===== src/rtl/timebase_gen_if.sv =====
// Control/status bundle for timebase_gen: run/clear in, tick enables and square out.
// Latency: n/a (wires only); backpressure: none, consumers sample tick as an enable.
interface timebase_gen_if #(
    parameter int STAGES = 3
);
    logic              run;
    logic              clear;
    logic [STAGES-1:0] tick;
    logic              square;

    modport master (
        output run,
        output clear,
        input  tick,
        input  square
    );

    modport slave (
        input  run,
        input  clear,
        output tick,
        output square
    );
endinterface


===== src/rtl/timebase_gen.sv =====
// Timebase: base-rate tick, cascaded STAGE_DIV sub-rate ticks and a 50%-duty square wave.
// Latency: all outputs registered, 1 cycle after the wrap term; backpressure: none, run=0 freezes phase.
module timebase_gen #(
    parameter int CLK_HZ    = 50_000_000,
    parameter int BASE_HZ   = 100,
    parameter int STAGES    = 3,
    parameter int STAGE_DIV = 10
) (
    input  logic          clock,
    input  logic          reset,
    timebase_gen_if.slave tb_if
);
    localparam int BASE_DIV = CLK_HZ / BASE_HZ;
    localparam int HI       = (BASE_DIV + 1) / 2;
    localparam int CW       = (BASE_DIV > 2) ? $clog2(BASE_DIV) : 1;
    localparam int SW       = (STAGE_DIV > 2) ? $clog2(STAGE_DIV) : 1;

    localparam logic [CW-1:0] LAST0 = CW'(BASE_DIV - 1);
    localparam logic [SW-1:0] LASTK = SW'(STAGE_DIV - 1);
    localparam logic [CW:0]   HI_V  = (CW + 1)'(HI);

    if (CLK_HZ % BASE_HZ != 0) begin : g_err_ratio
        $error("timebase_gen: CLK_HZ must be a multiple of BASE_HZ");
    end
    if (BASE_DIV < 2) begin : g_err_base
        $error("timebase_gen: CLK_HZ/BASE_HZ must be at least 2");
    end
    if (STAGE_DIV < 2) begin : g_err_stage_div
        $error("timebase_gen: STAGE_DIV must be at least 2");
    end
    if (STAGES < 1) begin : g_err_stages
        $error("timebase_gen: STAGES must be at least 1");
    end

    logic [CW-1:0]     cnt0_q, cnt0_d;
    logic              square_q, square_d;
    logic [STAGES-1:0] tick_q, tick_d;
    logic [STAGES-1:0] wrap;

    assign wrap[0] = tb_if.run & (cnt0_q == LAST0);

    always_comb begin
        cnt0_d = cnt0_q;
        if (tb_if.clear) begin
            cnt0_d = '0;
        end else if (wrap[0]) begin
            cnt0_d = '0;
        end else if (tb_if.run) begin
            cnt0_d = cnt0_q + 1'b1;
        end
        // Square tracks the post-edge count, so it is high from the first cycle of each period.
        square_d = ({1'b0, cnt0_d} < HI_V);
        tick_d   = tb_if.clear ? '0 : wrap;
    end

    always_ff @(posedge clock or posedge reset) begin
        if (reset) begin
            cnt0_q   <= '0;
            square_q <= 1'b1;
            tick_q   <= '0;
        end else begin
            cnt0_q   <= cnt0_d;
            square_q <= square_d;
            tick_q   <= tick_d;
        end
    end

    for (genvar k = 1; k < STAGES; k++) begin : g_stage
        logic [SW-1:0] cnt_q, cnt_d;

        // A stage only moves when every stage below it wraps in the same cycle.
        assign wrap[k] = wrap[k-1] & (cnt_q == LASTK);

        always_comb begin
            cnt_d = cnt_q;
            if (tb_if.clear) begin
                cnt_d = '0;
            end else if (wrap[k]) begin
                cnt_d = '0;
            end else if (wrap[k-1]) begin
                cnt_d = cnt_q + 1'b1;
            end
        end

        always_ff @(posedge clock or posedge reset) begin
            if (reset) begin
                cnt_q <= '0;
            end else begin
                cnt_q <= cnt_d;
            end
        end
    end

    assign tb_if.tick   = tick_q;
    assign tb_if.square = square_q;
endmodule

===== src/flat_wrapper.sv =====
// flat-port wrapper written by rule: the top's interface ports become plain ports
module timebase_gen_flat 
#(
    parameter int CLK_HZ    = 50_000_000,
    parameter int BASE_HZ   = 100,
    parameter int STAGES    = 3,
    parameter int STAGE_DIV = 10
)
  (clock, reset, tb_if_run, tb_if_clear, tb_if_tick, tb_if_square);
  timebase_gen_if #(.STAGES(STAGES)) tb_if_i ();
  input  logic clock;
  input  logic reset;
  input wire logic [$bits(tb_if_i.run)-1:0] tb_if_run;
  input wire logic [$bits(tb_if_i.clear)-1:0] tb_if_clear;
  output wire logic [$bits(tb_if_i.tick)-1:0] tb_if_tick;
  output wire logic [$bits(tb_if_i.square)-1:0] tb_if_square;
  assign tb_if_i.run = tb_if_run;
  assign tb_if_i.clear = tb_if_clear;
  assign tb_if_tick = tb_if_i.tick;
  assign tb_if_square = tb_if_i.square;
  timebase_gen #(.CLK_HZ(CLK_HZ), .BASE_HZ(BASE_HZ), .STAGES(STAGES), .STAGE_DIV(STAGE_DIV)) u_core (.clock(clock), .reset(reset), .tb_if(tb_if_i));
endmodule

===== config.mk =====
export PLATFORM = sky130hd
export DESIGN_NAME = timebase_gen_flat
export DESIGN_NICKNAME = d
export VERILOG_FILES = /design/src/rtl/timebase_gen_if.sv /design/src/rtl/timebase_gen.sv /design/src/flat_wrapper.sv
export SDC_FILE = /design/constraint.sdc
export NUM_CORES = 1
export LEC_CHECK = 0
export ABC_AREA = 1
export ABC_CLOCK_PERIOD_IN_PS = 1800
export CORE_MARGIN = 4
export CORE_UTILIZATION = 37
export CTS_CLUSTER_DIAMETER = 200
export DETAILED_ROUTE_END_ITERATION = 10
export PLACE_DENSITY = 0.56
export REMOVE_ABC_BUFFERS = 1
export SYNTH_ARGS = -nofsm -noshare
export SYNTH_HDL_FRONTEND = slang
export SYNTH_SLANG_ARGS = --single-unit

===== constraint.sdc =====
create_clock -name clock -period 1.8 [get_ports clock]
set_input_delay 0.54 -clock clock [delete_from_list [all_inputs] [get_ports clock]]
set_output_delay 0.54 -clock clock [all_outputs]
set_load 0.005 [all_outputs]

==> impl_metrics.toml <==
[run_status]
outcome = "complete, no violations"

[floorplan]
die_area_um2 = 6880
die_y_um = 82.9
design.core.area_um2 = 5470
initial_utilization = 0.380
row_count = 27
io_pins = 8
die_x_um = 82.9

[critical_path]
timing.rr.start = "u_core.cnt0_q[2]"
reg2reg_slack_ps = 50
crit_type = "register to register"
cp.required_ps = 1970
cp-startpoint = "u_core.cnt0_q[2]"
ff2ff_path_depth = 9
r2r-end = "u_core.g_stage[2].cnt_q[2]"
end_kind = "register"
crit_arrival_ps = 1910
start_kind = "register"
crit_fanout = 5

[timing]
tightest_slew_ps = 289
rsz0062_at_grt = "true"
drv_slew = 0
min_period_ps = 1750
hold_violations = 0
worst_slack_ps = 53.9
fin_worst_skew_ps = 8.87
max-slew-margin-rel = 0.806
holdWs_ps = 563
setup_violations = 0
clock.fmax_mhz = 573
finalCritPeriodShare = 0.970

[logic_synthesis]
synthCells = 297
synth_seq_cells = 31
yosys-top-cells-area = "dfrtp_1 (36%), nand2_1 (16%), inv_1 (8.0%)"
synth_top_area_frac = 0.361
seq_area_frac_synth = 0.374
yosysWarnings = 0
synth_area_um2 = 2080
synth_area_per_cell_um2 = 6.99
synthDistinctLibCells = 29
yosysTopAreaCell = "dfrtp_1"

[power]
leakagePower_nw = 1.30
ir_drop_mv = 0.293
p_per_area_nw_per_um2 = 518

[clock_tree]
clkSlewWorstSetupHoldPaths_ps = 70
cts_sinks = 31
clk_latency_ps = 280
cts_max_level = 2
cts_max_path_buffers = 2
numCtsBuffers = 5
clock-root-buffer = "clkbuf_8"
cts.hold.buffers_added = 0
cts_tree = "done"

[global_routing]
grt_pass1_wl_um = 9080
antenna_found_initial = 0
grt_max_degree = 32
overflow = 0
globalRouteTotalUtil = 0.160
grt_pass1_vias = 2007

[routing]
drt.antenna.violating_nets = 0
drc = 0
routed_wirelength_um = 5310
initialDrtViolationCount = 152
vias = 2011
wl_per_cell_um = 12.5
avgViaCountPerCell = 4.75
detail_route.first_pass.iterations = 5

[worst_hold_path]
min_path_type = "register to register"
worstHoldEndpoint = "u_core.g_stage[2].cnt_q[3]"
worstHoldPathCells = 2
hp-start = "u_core.g_stage[2].cnt_q[3]"

[finish]
area_growth_pct = 30.8
drive_gt1_frac = 0.268
utilization = 0.496
fin_nets = 359
final_cells = 423
num_antenna_cells = 0

[place]
dp.cells = 415
dpl.hpwl_um = 4120
place.gp.congestion = 0.868
place_ws_ps = -509
port_buffers = 7

[run]
cap_viol_max_count = 0
## worst max-delay path: stages (launching register included)
cell and delay (ps):
dfrtp_1 420, nand2_2 140, nor2_2 160, inv_2 60, nor4_2 240, nand4_1 190
nor2_4 220, nor2_4 70, nand2_1 70, o21ai_2 50
## synth_stat cells
master and count:
dfstp_2 1, xnor2_1 1, xor2_1 5, o21ai_1 3, nor2_4 4, inv_2 3, nand4_1 10, o22ai_1 3
dfrtp_1 30, a21oi_1 7, a21boi_0 1, o21bai_1 1, nor3_1 2, buf_6 1, nor2_1 37, nand2_2 4
nand3_1 25, nand3_2 2, o21ai_0 7, nor2_2 6, nand2_4 1, nand2_1 86, nand3b_1 3, inv_1 44
nor4_1 2, buf_2 1, bufbuf_16 1, buf_4 1, ha_1 5
## layer usage
layer,up-vias,share of wire,GRT usage
met5,-,0,0
met4,0,0.0087,0.0446
met3,5,0.046,0.0288
met2,45,0.48,0.269
met1,923,0.46,0.212
li1,1038,-,-
## worst max-delay path by stage
stage,end,slack (ps),cells after the start
after floorplan,u_core.tb_if.square,240,13
after global placement,u_core.tb_if.square,-500,11
after detailed placement,u_core.tb_if.square,-510,13
after CTS,u_core.tb_if.square,9,13
after global routing,u_core.tb_if.square,-110,13
final,u_core.g_stage[2].cnt_q[2],50,9
## layout by cell type (no fill, tap or decap), drive strengths merged
master / Yosys / routed
clkdlybuf4s50: 0 / 5
nand2: 91 / 91
xor2: 5 / 5
nand3: 27 / 27
nor3: 2 / 2
nand3b: 3 / 3
o21ai: 10 / 10
buf: 3 / 43
xnor2: 1 / 1
dfrtp: 30 / 30
clkbuf: 0 / 8
nor2: 47 / 47
a21oi: 7 / 7
dfstp: 1 / 1
o22ai: 3 / 3
ha: 5 / 5
inv: 47 / 47
nand4: 10 / 10
a21boi: 1 / 1
nor4: 2 / 2
dlygate4sd2: 0 / 2
o21bai: 1 / 1
## per-stage QoR
stage | total power, mW | area (um2) | setup TNS, ps
after floorplan | 0.748 | 2020 | 0
after global placement | 0.803 | 2520 | -5850
after detailed placement | 0.803 | 2520 | -6610
after CTS | 1.42 | 2620 | 0
after global routing | 1.47 | 2720 | -414
final | 1.41 | 2720 | 0
## final cells by class
type / instances / area (um2)
fill: 586 / 2760
multi-input combinational: 215 / 1160
sequential: 31 / 779
timing repair buffer: 50 / 410
inverter: 47 / 176
clock buffer: 8 / 100
tap: 72 / 90.1
## logic make-up (layout without fill, tap and decap cells)
logic type | count (synthesis) | after routing | synth area share
AOI/OAI and AO/OA | 22 | 22 | 0.0572
xor gates and xnor gates | 6 | 6 | 0.0253
adders and majority gates | 5 | 5 | 0.0301
DFF | 31 | 31 | 0.374
buffers and inverters | 51 | 105 | 0.112
and+or+nand+nor | 182 | 182 | 0.401
## where the power goes
group	total (mW)	internal, mW	switching [mW]	leakage (nW)
clock	0.612	0.349	0.263	0.0515
sequential	0.704	0.700	0.00400	0.425
combinational	0.0910	0.0385	0.0526	0.819
## timing repair
item / in CTS / in global routing
setup buffers: 0 / 0
setup endpoints to repair: 7 / 14
pin swaps: 0 / 12
resized for setup: 5 / 28
## state kept, by name, indices dropped and copies added (netlist names)
name,count
u_core.cnt0_q,19
u_core.g_stage.cnt_q,8
u_core.tb_if.square,1
u_core.tb_if.tick,3
Note: power is estimated with default switching activity, not from simulation.
